--- src/rtl/lr_consistency_check.sv ---
// Left-right disparity consistency check.
// Buffers right-view disparities by column and classifies each left pixel
// against the right pixel it maps onto, producing {mismatch, occlusion, disp}.
module lr_consistency_check #(
  parameter int unsigned DWIDTH = 7,
  parameter int unsigned THRESH = 1,
  parameter int unsigned DEPTH  = 2**DWIDTH
) (
  input  logic              clk,
  input  logic              rst,
  input  logic              clken,
  input  logic [10:0]       width,
  input  logic              enable,
  input  logic [DWIDTH-1:0] disp_L,
  input  logic [DWIDTH-1:0] disp_R,
  output logic [DWIDTH+1:0] dout,
  output logic              valid,
  output logic              eol
);

  localparam int unsigned AW = (DEPTH > 1) ? $clog2(DEPTH) : 1;

  // Column counter and right-disparity buffer
  logic [10:0]       r_col;
  logic [DWIDTH-1:0] r_buf [DEPTH];

  // Stage 1 registers
  logic [DWIDTH-1:0] r_dl_s1;
  logic [10:0]       r_col_s1;
  logic              r_eol_s1;
  logic              r_v1;

  // Stage 2 (output) registers
  logic [DWIDTH+1:0] r_dout;
  logic              r_valid;
  logic              r_eol;

  logic              w_accept;
  logic [10:0]       w_last;
  logic              w_row_end;
  logic [AW-1:0]     w_wr_addr;
  logic [11:0]       w_idx;
  logic              w_idx_neg;
  logic [AW-1:0]     w_rd_addr;
  logic [DWIDTH-1:0] w_dr;
  logic [DWIDTH:0]   w_dl_x;
  logic [DWIDTH:0]   w_dr_x;
  logic [DWIDTH:0]   w_diff;
  logic [DWIDTH:0]   w_thr;
  logic              w_occ;
  logic              w_mis;

  assign w_accept  = clken & enable;
  assign w_last    = width - 11'd1;
  assign w_row_end = (r_col == w_last);
  assign w_wr_addr = AW'(32'(r_col) % DEPTH);

  // idx is negative when the left pixel maps left of column 0 of this row;
  // such entries are flagged as occlusion before the buffer is consulted.
  assign w_idx     = {1'b0, r_col_s1} - 12'(r_dl_s1);
  assign w_idx_neg = w_idx[11];
  assign w_rd_addr = AW'(32'(w_idx[10:0]) % DEPTH);
  assign w_dr      = r_buf[w_rd_addr];

  assign w_dl_x = {1'b0, r_dl_s1};
  assign w_dr_x = {1'b0, w_dr};
  assign w_thr  = (DWIDTH+1)'(THRESH);

  // Classify the stage-1 pixel: occlusion has priority, then consistency, then mismatch
  always_comb begin
    w_diff = (w_dl_x >= w_dr_x) ? (w_dl_x - w_dr_x) : (w_dr_x - w_dl_x);
    w_occ  = 1'b0;
    w_mis  = 1'b0;
    if (w_idx_neg) begin
      w_occ = 1'b1;
    end else if (w_diff <= w_thr) begin
      w_occ = 1'b0;
    end else if (w_dr_x > (w_dl_x + w_thr)) begin
      w_occ = 1'b1;
    end else begin
      w_mis = 1'b1;
    end
  end

  // Store right disparity for the current column on every accepted beat
  always_ff @(posedge clk) begin
    if (w_accept) begin
      r_buf[w_wr_addr] <= disp_R;
    end
  end

  // Column counter with wrap at the configured row width
  always_ff @(posedge clk or posedge rst) begin
    if (rst) begin
      r_col <= '0;
    end else if (w_accept) begin
      r_col <= w_row_end ? '0 : r_col + 11'd1;
    end
  end

  // Stage 1: capture left disparity and column position of the accepted beat
  always_ff @(posedge clk or posedge rst) begin
    if (rst) begin
      r_dl_s1  <= '0;
      r_col_s1 <= '0;
      r_eol_s1 <= 1'b0;
      r_v1     <= 1'b0;
    end else if (clken) begin
      r_v1 <= enable;
      if (enable) begin
        r_dl_s1  <= disp_L;
        r_col_s1 <= r_col;
        r_eol_s1 <= w_row_end;
      end
    end
  end

  // Stage 2: register classified output; data holds through enable gaps
  always_ff @(posedge clk or posedge rst) begin
    if (rst) begin
      r_dout  <= '0;
      r_valid <= 1'b0;
      r_eol   <= 1'b0;
    end else if (clken) begin
      r_valid <= r_v1;
      r_eol   <= r_v1 & r_eol_s1;
      if (r_v1) begin
        r_dout <= {w_mis, w_occ, r_dl_s1};
      end
    end
  end

  assign dout  = r_dout;
  assign valid = r_valid;
  assign eol   = r_eol;

endmodule
--- config.mk ---
export PLATFORM = sky130hd
export DESIGN_NAME = lr_consistency_check
export DESIGN_NICKNAME = d
export VERILOG_FILES = /design/src/rtl/lr_consistency_check.sv
export SDC_FILE = /design/constraint.sdc
export NUM_CORES = 1
export LEC_CHECK = 0
export BUFFER_PORTS_ARGS = -buffer_cell sky130_fd_sc_hd__buf_2
export CORE_MARGIN = 1.5
export CORE_UTILIZATION = 44
export CTS_BUF_LIST = sky130_fd_sc_hd__clkbuf_4 sky130_fd_sc_hd__clkbuf_8
export CTS_CLUSTER_SIZE = 30
export DETAILED_ROUTE_END_ITERATION = 8
export PLACE_DENSITY = 0.61
export SLEW_MARGIN = 15
export SYNTH_ARGS = -nofsm -noshare
export SYNTH_HDL_FRONTEND = slang
export SYNTH_SLANG_ARGS = --single-unit
--- constraint.sdc ---
create_clock -name clk -period 11 [get_ports clk]
set_clock_uncertainty 0.05 [all_clocks]
set_input_delay 1.65 -clock clk [delete_from_list [all_inputs] [get_ports clk]]
set_output_delay 1.65 -clock clk [all_outputs]
set_load 0.02 [all_outputs]
# Yosys cells after proc, flatten, opt, wreduce, memory -nomap -nowiden
# Memory sizes are Yosys's and may differ from the RTL's.
# Index checks and enable logic that the tools add are counted.
[classes] n_mux=10 reduce_logical=2 magnitude_cmp=3 n_addsub=6 n_eq_ne=1 n_bitwise=2
[ops] op="$sub A7 B7 Y8" count=2
[ops] op="$sub A11 B7 Y12" count=1
[ops] op="$add A11 B1 Y11 const B" count=1
[ops] op="$eq A11 B11 Y1" count=1
[ops] op="$mux W11" count=1
[ops] op="$sub A11 B1 Y11 const B" count=1
[ops] op="$add A7 B1 Y8 const B" count=1
[ops] op="$gt A7 B8 Y1" count=1
[ops] op="$le A8 B1 Y1 const B" count=1
[ops] op="$mux W1" count=8
[ops] op="$mux W8" count=1
[ops] op="$ge A7 B7 Y1" count=1
[ops] op="$reduce_and A2 Y1" count=2
[ops] op="$and A1 B1 Y1" count=2
[totals] n_memories=1 out_inout_bits=11 reg_bits=42 inputBits=29 ramBits=896 word_cells=33
[mem_list] memory="r_buf" words=128 width=7 rd=1 rd_clocked_by_memory_dff=0 write_ports=1 line_no="25" rtl="logic [DWIDTH-1:0] r_buf [DEPTH];"

# Logic depth before layout (Yosys ltp)
# An unclocked memory read counts as a cell.
[logic_depth] depth_word=7 ltp_mapped=24 ltp_nobuf=21

# Worst setup path before layout
# No wires, ideal clock.
[synth_path] path_type="register -> register" startpoint="reg r_dl_s1[0]" endpoint="reg r_dout[7], in the netlist dout[7]" setup_ns=0.119 required_time_ns=10.831 arrival_ns=4.773 synth_period_minus_slack_ns=4.942 path_buffers=4 setup_slack_ns=6.058 path_stages_with_launch=19 path_cell_list="dfrtp_1 ha_1 fa_1 buf_2 buf_2 clkbuf_1 buf_1 mux4_2 o221ai_1 o22ai_1 o21a_1 ha_1 nor2b_1 o21a_1 or4_1 a2111o_1 mux2i_1 o21a_1 nor2_1"
[synth_between] elab_chain_cells=7 elab_cells_between_ends=12 cone_classes="add/sub: 4; order compare: 3; mux: 4; memory: 1"
[synth_lines] element="from (decl)" line_no="28" rtl="logic [DWIDTH-1:0] r_dl_s1;"
[synth_lines] element="from (signal assigned)" line_no="111" rtl="r_dl_s1 <= disp_L;"
[synth_lines] element="$sub A11 B7 Y12" line_no="60" rtl="assign w_idx = {1'b0, r_col_s1} - 12'(r_dl_s1);"
[synth_lines] element="$mem_v2 Z128 W7"
[synth_lines] element="$sub A7 B7 Y8 or $ge A7 B7 Y1 (tied branches)" line_no="71" rtl="w_diff = (w_dl_x >= w_dr_x) ? (w_dl_x - w_dr_x) : (w_dr_x - w_dl_x);"
[synth_lines] element="$mux W8" line_no="71"
[synth_lines] element="$le A8 B1 Y1" line_no="76" rtl="end else if (w_diff <= w_thr) begin"
[synth_lines] element="$mux W1" line_no="76"
[synth_lines] element="$mux W1 *" line_no="74" rtl="if (w_idx_neg) begin"
[synth_lines] element="to (signal assigned)" line_no="128" rtl="r_dout <= {w_mis, w_occ, r_dl_s1};"
[synth_lines] element="to (decl)" line_no="34" rtl="logic [DWIDTH+1:0] r_dout;"
# Mark *: on every way between the ends. The rest lies on a longest branch, timed or not.
# A chain may end at the register's enable or synchronous reset.

# Worst setup path in the final report
# Ends and elaborated chain as after synthesis.

==> results.ini <==
[logic_synthesis]
synth-main-ff-cell = edfxtp_1
synthesis.area_um2 = 38200
synthArstFlopShare_pct = 4.48
yosys_warnings = 0
synth_top_area_cell = edfxtp_1
synthesis.nets = 2078
avgSynthCellArea_um2 = 19.0
ys_seq_area_share_pct = 73.2
ys_top_cells_by_count = 896 x edfxtp_1, 236 x mux4_2, 157 x nor2_1
synth_cell_types = 63
synth-seq-cells = 938
synth_top_area_share_pct = 70.5
syn_inst = 2014
yosysMostFrequentCell = edfxtp_1
synth_area_leaders = edfxtp_1 70%, mux4_2 14%, dfrtp_1 2.8%
synth_edf_count = 896

[detailed_routing]
drc = 0
num_vias = 19800
drt_first_pass_iters = 5
viasPerCell = 5.79
wl_per_cell_um = 26.6
dr.first_iter.drc_count = 1820
final_antenna_net_count = 0
routed_wl_um = 90900

[global_routing]
first_global_vias = 20300
antenna_found_initial = 2
grtUsageMet3_pct = 3.67
grt_use_met1_pct = 29.3
globalRouteOverflowTotal = 0
grt_pass1_wl_um = 134000
globalRoute.busiestLayer = met2
grt_max_degree = 98
grt_use_total_pct = 20.7
grt_util_met2_pct = 32.8

[clocking]
cts_tree = yes
cts_resized = 0
cts.path.max_buffers = 3
numCtsBuffers = 154
cts.htree.levels = 4
root_buffer = clkbuf_8
post_cts_buffers = 0
clock_latency_ps = 780
clkSinkCount = 938
clk_pin_slew_ps = 60
cts_hold_buf = 0

[setup_path]
path_max_fanout = 94
end_kind = flop
cpPeakStageDelay_ps = 1420
slowest_stage = fa_4
crit_chain = ha_1, fa_4, buf_12, mux4_2, mux4_2, o2111ai_1, o31ai_1, o21a_1, ha_1, inv_1, nor2_1, a211oi_1, a32oi_1, a2111o_1, mux2i_1, o21a_1, nor2_1
cp-start-kind = flop
cp.arrival_ps = 7330
crit_family = adder cells
worstSetupPathType = reg2reg
path_buf_inv = 2
crit_required_ps = 11620

[power_and_ir_drop]
p_per_area_nw_per_um2 = 266
peakVddDrop_uv = 217
p_leak_uw = 0.0137

[die]
coreArea_um2 = 85500
num_io_pins = 40
start_util_pct = 44.6
design.die.area_um2 = 88500
die_x_um = 298
fp-row-count = 107
dieHeight_um = 298

[cells_and_area]
final_core_util_pct = 49.9
area_growth_pct = 11.8
final_layout_size_suffix_gt1_share_pct = 26.0
fin_cells = 3412
layout.nets = 2201

[placed_design]
dp_cells = 3125
post-dp-hpwl_um = 55600
pre_cts_ws_ps = 4360
gp_congestion = 0.885
port_buffers = 39

[sta]
post-route-period-util_pct = 61.0
fin_ws_ps = 4290
hold_viol_final = 0
setup_tns_ps = 0
setup_viol_count_final = 0
fmax_mhz = 149
slew_headroom_pct = 21.7
drv_slew = 0
worstMarginPinSlew_ps = 1170
min_period_ps = 6710
rsz0062_at_grt = false

[flow_run]
max_cap_viol_count = 0

[outcome]
outcome = finished, final reports clean

[min_path]
hold_path_class = reg2reg

-- report_power, final --
group | switching (µW) | internal [µW]
combinational | 2570 | 1780
sequential | 62.2 | 3960
clock | 1380 | 1610
-- worst register-to-register path: stages (launching register included) --
cell,delay (ps)
dfrtp_1,480
ha_1,270
fa_4,1420
buf_12,550
mux4_2,570
mux4_2,530
o2111ai_1,370
o31ai_1,260
o21a_1,270
ha_1,360
inv_1,170
nor2_1,100
a211oi_1,270
a32oi_1,150
a2111o_1,420
mux2i_1,190
o21a_1,140
nor2_1,40
-- cell families after synthesis --
kind of cell,after synthesis,synth area share [%]
buffers and inverters,129,1.55
DFF,938,73.2
adders and majority gates,35,1.21
xor gates and xnor gates,25,0.574
and+or+nand+nor,438,5.09
muxes,294,15.7
AOI/OAI and AO/OA,155,2.66
-- final cells by class --
cell class / instances / area, µm²
clock buffers: 207 / 2550
diodes: 1 / 2.50
inverters: 27 / 101
fillers: 6979 / 42900
clock inverters: 79 / 495
repair buffers: 69 / 463
multi-input cells: 947 / 9670
well taps: 1144 / 1430
flip-flops and latches: 938 / 28000
-- metrics by stage --
stage	cell area, µm²	hold WS, ps	power (µW)
final	42700	428	11400
after detailed placement	39600	425	8420
after global placement	39600	418	8390
after CTS	42700	439	11400
after floorplan	38200	401	7040
after global routing	42700	470	11800
-- final timing paths --
| check | from | endpoint | slack [ps] | depth (start not counted) |
|---|---|---|---|---|
| max reg2reg | r_dl_s1[0] | dout[7] | 4290 | 17 |
| min reg2reg | dout[2] | dout[2] | 430 | 2 |
| min | dout[2] | dout[2] | 430 | 2 |
| max in group asynchronous | rst | r_col_s1[1] | 9540 | 3 |
| min in group asynchronous | rst | dout[0] | 950 | 3 |
| max | r_dl_s1[0] | dout[7] | 4290 | 17 |
-- state kept, by name, summed over array words and instances (netlist names) --
register and cells:
eol 1, r_buf 896, r_v1 1, dout 9, r_col_s1 11, r_dl_s1 7
r_col 11, r_eol_s1 1, valid 1
-- placed cells by master, fill, tap and decap left out, types with 9 or more instances in the layout --
cell / n
nand4_1: 14
nor2_1: 157
ha_1: 31
a21oi_1: 26
nand3_1: 59
dfrtp_1: 42
inv_1: 26
clkbuf_8: 159
xnor2_1: 15
a21o_1: 9
clkinv_2: 19
o21ai_0: 35
nand2_1: 137
mux2i_1: 29
mux4_2: 236
o21a_1: 14
nor3_1: 14
buf_4: 35
edfxtp_1: 896
buf_2: 32
mux2_2: 25
clkinv_1: 46
o22ai_1: 13
nor2b_1: 14
xor2_1: 10
clkbuf_4: 48
-- metal layers --
layer	part of all wire [%]	wire [µm]	up-vias
li1	-	-	8416
met1	43	39200	10400
met2	48	43500	776
met5	0.012	11	-
met3	6.5	5870	177
met4	2.5	2270	2
(Power assumes the default switching activity.)
